--- src/rtl/id_ex_stage.sv ---
// id_ex_stage: ID/EX pipeline register in front of the ALU.
// Captures decoded operands/control, forwards from EX/MEM and MEM/WB,
// and detects load-use hazards. A detected hazard stalls upstream and
// inserts a bubble here.
// Optional build macro ID_EX_PERF_CNT_EN adds the bubble_cnt/instr_cnt
// performance counters.
module id_ex_stage #(
  parameter int XLEN = 32,
  parameter int RW   = 5
) (
  input  logic            clk,
  input  logic            rst,
  input  logic            in_valid,
  input  logic [RW-1:0]   in_rs,
  input  logic [RW-1:0]   in_rt,
  input  logic [RW-1:0]   in_rd,
  input  logic [XLEN-1:0] in_rs_val,
  input  logic [XLEN-1:0] in_rt_val,
  input  logic [XLEN-1:0] in_imm,
  input  logic            in_alu_src,
  input  logic [2:0]      in_alu_op,
  input  logic            in_mem_read,
  input  logic            in_mem_write,
  input  logic            in_reg_write,
  input  logic            flush,
  input  logic            exmem_reg_write,
  input  logic [RW-1:0]   exmem_rd,
  input  logic [XLEN-1:0] exmem_result,
  input  logic            memwb_reg_write,
  input  logic [RW-1:0]   memwb_rd,
  input  logic [XLEN-1:0] memwb_data,
  output logic            stall,
  output logic [XLEN-1:0] alu_a,
  output logic [XLEN-1:0] alu_b,
  output logic [2:0]      alu_op,
  output logic            out_valid,
  output logic [RW-1:0]   out_rd,
  output logic            out_reg_write,
  output logic            out_mem_read,
  output logic            out_mem_write,
  output logic [XLEN-1:0] out_store_data
`ifdef ID_EX_PERF_CNT_EN
  ,
  output logic [31:0]     bubble_cnt,
  output logic [31:0]     instr_cnt
`endif
);

  // Forwarding mux for one operand. The newer EX/MEM result beats
  // MEM/WB, and register 0 is never forwarded.
  function automatic logic [XLEN-1:0] fwd_sel(
    input logic [RW-1:0]   idx,
    input logic [XLEN-1:0] reg_val,
    input logic            ex_we,
    input logic [RW-1:0]   ex_rd,
    input logic [XLEN-1:0] ex_val,
    input logic            wb_we,
    input logic [RW-1:0]   wb_rd,
    input logic [XLEN-1:0] wb_val
  );
    logic [XLEN-1:0] res;
    if (ex_we && (ex_rd != {RW{1'b0}}) && (ex_rd == idx)) begin
      res = ex_val;
    end else if (wb_we && (wb_rd != {RW{1'b0}}) && (wb_rd == idx)) begin
      res = wb_val;
    end else begin
      res = reg_val;
    end
    return res;
  endfunction

  logic            valid_r;
  logic [RW-1:0]   rs_r;
  logic [RW-1:0]   rt_r;
  logic [RW-1:0]   rd_r;
  logic [XLEN-1:0] rs_val_r;
  logic [XLEN-1:0] rt_val_r;
  logic [XLEN-1:0] imm_r;
  logic            alu_src_r;
  logic [2:0]      alu_op_r;
  logic            mem_read_r;
  logic            mem_write_r;
  logic            reg_write_r;

  logic            stall_s;
  logic [XLEN-1:0] fwd_rs_s;
  logic [XLEN-1:0] fwd_rt_s;

  // Load-use hazard: a load here whose rd feeds the presented instruction.
  // rt only counts when it is actually read as a register (B operand or store data).
  always_comb begin
    stall_s = 1'b0;
    if (valid_r && mem_read_r && (rd_r != {RW{1'b0}}) && in_valid) begin
      stall_s = (rd_r == in_rs) ||
                ((rd_r == in_rt) && (!in_alu_src || in_mem_write));
    end else begin
      stall_s = 1'b0;
    end
  end

  // Pipeline register. Priority: reset, flush, load-use bubble, capture.
  always_ff @(posedge clk) begin
    if (rst || flush || stall_s) begin
      valid_r     <= 1'b0;
      rs_r        <= {RW{1'b0}};
      rt_r        <= {RW{1'b0}};
      rd_r        <= {RW{1'b0}};
      rs_val_r    <= {XLEN{1'b0}};
      rt_val_r    <= {XLEN{1'b0}};
      imm_r       <= {XLEN{1'b0}};
      alu_src_r   <= 1'b0;
      alu_op_r    <= 3'b000;
      mem_read_r  <= 1'b0;
      mem_write_r <= 1'b0;
      reg_write_r <= 1'b0;
    end else begin
      valid_r     <= in_valid;
      rs_r        <= in_rs;
      rt_r        <= in_rt;
      rd_r        <= in_rd;
      rs_val_r    <= in_rs_val;
      rt_val_r    <= in_rt_val;
      imm_r       <= in_imm;
      alu_src_r   <= in_alu_src & in_valid;
      alu_op_r    <= in_valid ? in_alu_op : 3'b000;
      mem_read_r  <= in_mem_read & in_valid;
      mem_write_r <= in_mem_write & in_valid;
      reg_write_r <= in_reg_write & in_valid;
    end
  end

  // Operand forwarding and B-operand selection.
  always_comb begin
    fwd_rs_s = fwd_sel(rs_r, rs_val_r, exmem_reg_write, exmem_rd, exmem_result,
                       memwb_reg_write, memwb_rd, memwb_data);
    fwd_rt_s = fwd_sel(rt_r, rt_val_r, exmem_reg_write, exmem_rd, exmem_result,
                       memwb_reg_write, memwb_rd, memwb_data);
    if (alu_src_r) begin
      alu_b = imm_r;
    end else begin
      alu_b = fwd_rt_s;
    end
  end

  assign stall          = stall_s;
  assign alu_a          = fwd_rs_s;
  assign out_store_data = fwd_rt_s;
  assign alu_op         = alu_op_r;
  assign out_valid      = valid_r;
  assign out_rd         = rd_r;
  assign out_reg_write  = reg_write_r & valid_r;
  assign out_mem_read   = mem_read_r & valid_r;
  assign out_mem_write  = mem_write_r & valid_r;

`ifdef ID_EX_PERF_CNT_EN
  logic [31:0] bubble_cnt_r;
  logic [31:0] instr_cnt_r;

  // Performance counters. Both wrap naturally at 2^32.
  always_ff @(posedge clk) begin
    if (rst) begin
      bubble_cnt_r <= 32'd0;
      instr_cnt_r  <= 32'd0;
    end else if (flush || stall_s) begin
      bubble_cnt_r <= bubble_cnt_r + 32'd1;
      instr_cnt_r  <= instr_cnt_r;
    end else if (in_valid) begin
      bubble_cnt_r <= bubble_cnt_r;
      instr_cnt_r  <= instr_cnt_r + 32'd1;
    end else begin
      bubble_cnt_r <= bubble_cnt_r;
      instr_cnt_r  <= instr_cnt_r;
    end
  end

  assign bubble_cnt = bubble_cnt_r;
  assign instr_cnt  = instr_cnt_r;
`endif

endmodule
--- config.mk ---
export PLATFORM = sky130hd
export DESIGN_NAME = id_ex_stage
export DESIGN_NICKNAME = d
export VERILOG_FILES = /design/src/rtl/id_ex_stage.sv
export SDC_FILE = /design/constraint.sdc
export NUM_CORES = 1
export LEC_CHECK = 0
export ABC_AREA = 1
export CORE_MARGIN = 10
export CORE_UTILIZATION = 45
export CTS_BUF_LIST = sky130_fd_sc_hd__clkbuf_4 sky130_fd_sc_hd__clkbuf_8
export CTS_CLUSTER_DIAMETER = 120
export DETAILED_ROUTE_END_ITERATION = 8
export GPL_TIMING_DRIVEN = 0
export PLACE_DENSITY = 0.95
export SYNTH_ARGS = -nofsm -noshare
export SYNTH_HDL_FRONTEND = slang
export SYNTH_SLANG_ARGS = --single-unit
--- constraint.sdc ---
create_clock -name clk -period 5.2 [get_ports clk]
set_input_delay 1.56 -clock clk [delete_from_list [all_inputs] [get_ports clk]]
set_output_delay 1.56 -clock clk [all_outputs]
set_load 0.1 [all_outputs]
==> run summary <==
===============================================================================================
Detailed placer's ending HPWL                                                         20,200 um
Highest clock rate                                                                    0.196 GHz
Global-route wire length before repair                                                38,300 um
I/O pin cnt                                                                                 307
Mean post-synth cell area                                                            6.58 sq um
Post-synthesis instance total                                                               951
# hold bufs at CTS                                                                            0
Tightest Hold Check Type                                                                reg2reg
Crit Path Max Fanout                                                                         10
Number of slew-limit violations in the final report                                           0
Number of synthesized register bits                                                         119
Setup crit start kind                                                                input port
Max Cap Viol                                                                                  0
Unique cell type count in the Yosys netlist                                                  23
Critical R2R Capture                                                                rt_val_r[2]
Clock input transition at the sequential cells of the worst setup and hold paths          60 ps
Post-synthesis sequential area ratio                                                      38.1%
Placer's final routability congestion estimate                                            0.966
Library cell contributing the largest single delay on the critical path            sky130_fd_sc_hd__clkdlybuf4s50_1
Start point of the critical path                                                    memwb_rd[1]
Core region area                                                                   13,800 sq um
Remaining DRCs                                                                                0
Initial DRC Count                                                                           548
Y dimension of the die                                                                   138 um
Remaining global-route overflow                                                               0
Deepest level of the CTS H-tree                                                               4
Signed area change from the synthesized netlist to the final layout                       59.9%
TritonCTS buffer count                                                                       17
Kind of critical path                                                                    in2out
Max Root-Sink Buffers                                                                         2
Number of rows created at floorplan                                                          43
Floorplan die width                                                                      138 um
Root Buffer Master                                                                 sky130_fd_sc_hd__clkbuf_8
Number of antenna violations at the first check in global routing                             0
Cell Count Post-Placement                                                                 1,437
Capturing element type of the critical path                                          output pin
WP data arrival                                                                         3540 ps
Routed wire length per instance                                                         17.7 um
Fin crit period                                                                         5100 ps
Highest ir drop seen on vdd                                                            0.190 mV
Share of post-route cells with drive strength above 1                                     14.8%
Hold path endpoint                                                                    out_valid
Register-to-Register Path Depth                                                               9
Minimum setup slack in the final design                                                  101 ps
Source of the worst hold timing path                                                 mem_read_r
Count of clock tree sinks                                                                   119
Warning count from the yosys run                                                              0
Transition time at the pin with the least slew margin                                    999 ps
Layout Utilization                                                                        72.6%
Net Count, Synth                                                                          1,149
Via count of the first global-routing pass                                                7,541
Number of nets with antenna violations after detailed routing                                 0
Clock latency reported for the late side of the worst-skew pair                          430 ps
I/O Buffers                                                                                 306
Area of the die                                                                    19,000 sq um
Maximum cell stage delay along the critical path                                         540 ps
Reg-to-Reg Start                                                                      out_rd[3]
Power density of the placed cells                                                   262 nW/um^2
Data required time at the worst endpoint                                                3640 ps
Final setup fails                                                                             0
Number of endpoints with negative hold slack in the final report                              0
Pin count of the biggest net entering global routing                                         17
Cell mode on critical path                                                         sky130_fd_sc_hd__nand2_1
Leak pwr                                                                                5.18 nW
Final TNS setup                                                                            0 ps
Cells along the critical path                                                      clkdlybuf4s50_1 -> nand2_1 -> nand2_1 -> nand3_1 -> nor2_4 -> nand2_4 -> buf_2 -> nand2_1 -> nand3_1 -> and2_1 -> buf_4
Remaining max-slew budget at the tightest pin                                             33.2%
Part of the cycle the worst path needs                                                    98.1%
WL final                                                                              26,100 um
Overall routing resource usage                                                            26.2%
Via/cell ratio                                                                             5.01
Run status                                                                            completed
Pre-Repair DR Iteration Count                                                                 7
Worst Hold Margin                                                                        942 ps
Depth of the worst hold-timing path                                                           7
Layout Skew                                                                             9.04 ps
Worst reg-to-reg setup slack                                                            3480 ps
Unrepaired setup endpoints after global routing                                            true
Number of nets in the layout                                                              1,481
Worst Setup Slack post-DPL                                                             -1030 ps
Post-Syn Area                                                                        6260 sq um
Number of standard cells in the layout, taps in and fillers out                           1,472
Count of antenna diodes in the layout                                                         0
Via total after detailed routing                                                          7,373
Effective utilization at floorplan                                                        45.4%
TritonCTS clock tree                                                                        yes
===============================================================================================
## logic make-up after synthesis
family          synth area share (%)
simple gates                    43.9
buf+inv                         14.2
flops                           38.1
xor+xnor                        3.36
compound gates                 0.420
## cell type report
type	count	area (sq um)
plain buffers	52	339
clock inverters	4	45.0
clock buffers	24	318
inverters	161	604
multi-input cells	619	3030
fillers	1129	3770
repair buffers	313	3060
well taps	180	225
flip-flops and latches	119	2380
## worst max-delay path by stage
| stage | endpoint | slack (ps) | cells after the start |
|---|---|---|---|
| after global routing | out_store_data[7] | -8 | 10 |
| final | out_store_data[25] | 100 | 11 |
| after detailed placement | alu_a[0] | -1030 | 10 |
| after global placement | alu_a[0] | -1020 | 10 |
| after CTS | alu_a[23] | 0.4 | 11 |
| after floorplan | alu_a[0] | 530 | 8 |
## sequential cells by signal, indices dropped and copies added (netlist names)
name,count
alu_op,3
alu_src_r,1
imm_r,32
mem_read_r,1
mem_write_r,1
out_rd,5
out_valid,1
reg_write_r,1
rs_r,5
rs_val_r,32
rt_r,5
rt_val_r,32
## synthesized netlist by cell type (all sizes together)
| cell type | number | area, sq um |
|---|---|---|
| a21oi | 3 | 15.0 |
| or2 | 1 | 6.26 |
| nand3b | 65 | 488 |
| nand3 | 135 | 676 |
| clkbuf | 10 | 37.5 |
| nor3 | 3 | 31.3 |
| o21ai | 1 | 5.00 |
| o22ai | 1 | 6.26 |
| dfxtp | 119 | 2380 |
| xor2 | 16 | 140 |
| nor2 | 134 | 513 |
| xnor2 | 8 | 70.1 |
| buf | 42 | 249 |
| and2 | 32 | 200 |
| inv | 161 | 604 |
| nand2 | 220 | 833 |
## metrics by stage
stage	area (sq um)	power (mW)
after detailed placement	9550	1.83
after global placement	9550	1.82
after global routing	10000	2.71
after floorplan	6260	1.51
after CTS	9740	2.60
final	10000	2.62
## routing by layer
metal | vias to the layer above | wire length, um | global-route usage, %
met5 | - | 0 | 0
met4 | 0 | 1250 | 14.9
met3 | 86 | 2540 | 8.44
met2 | 417 | 12800 | 44.9
met1 | 3324 | 9500 | 27.8
li1 | 3546 | - | -
## placed cells by master, fill, tap and decap left out, types with 3 or more instances in the layout
master                            count
sky130_fd_sc_hd__clkbuf_8            22
sky130_fd_sc_hd__dfxtp_1            119
sky130_fd_sc_hd__inv_1              160
sky130_fd_sc_hd__xnor2_1              8
sky130_fd_sc_hd__buf_1                3
sky130_fd_sc_hd__nand2_1            215
sky130_fd_sc_hd__clkbuf_2             7
sky130_fd_sc_hd__buf_6               50
sky130_fd_sc_hd__nor2_1             130
sky130_fd_sc_hd__nor2_4               3
sky130_fd_sc_hd__clkbuf_1             4
sky130_fd_sc_hd__dlymetal6s2s_1       5
sky130_fd_sc_hd__nand3b_1            65
sky130_fd_sc_hd__clkbuf_4             9
sky130_fd_sc_hd__buf_4               59
sky130_fd_sc_hd__nand2_2              4
sky130_fd_sc_hd__and2_1              32
sky130_fd_sc_hd__a21oi_1              3
sky130_fd_sc_hd__nand3_1            135
sky130_fd_sc_hd__clkinv_2             3
sky130_fd_sc_hd__clkdlybuf4s50_1    204
sky130_fd_sc_hd__buf_2               22
sky130_fd_sc_hd__buf_8                3
sky130_fd_sc_hd__xor2_1              16
## power by group
part | leakage (nW) | switching, mW | internal [mW]
clock network | 0.193 | 0.348 | 0.439
logic | 4.01 | 0.580 | 0.290
registers | 0.977 | 0.0134 | 0.948
total | 5.18 | 0.941 | 1.68
## critical path: cells and delay by family
family,cells,cell delay [ps]
AND/OR/NAND/NOR,8,980
buffers and inverters,3,990
## timing repair
item / CTS / global route
buffers inserted: 2 / 5
setup endpoints to repair: 97 / 94
pin swaps: 2 / 6
gates resized for setup: 589 / 87
No activity file was read; power rests on OpenSTA's default activity.
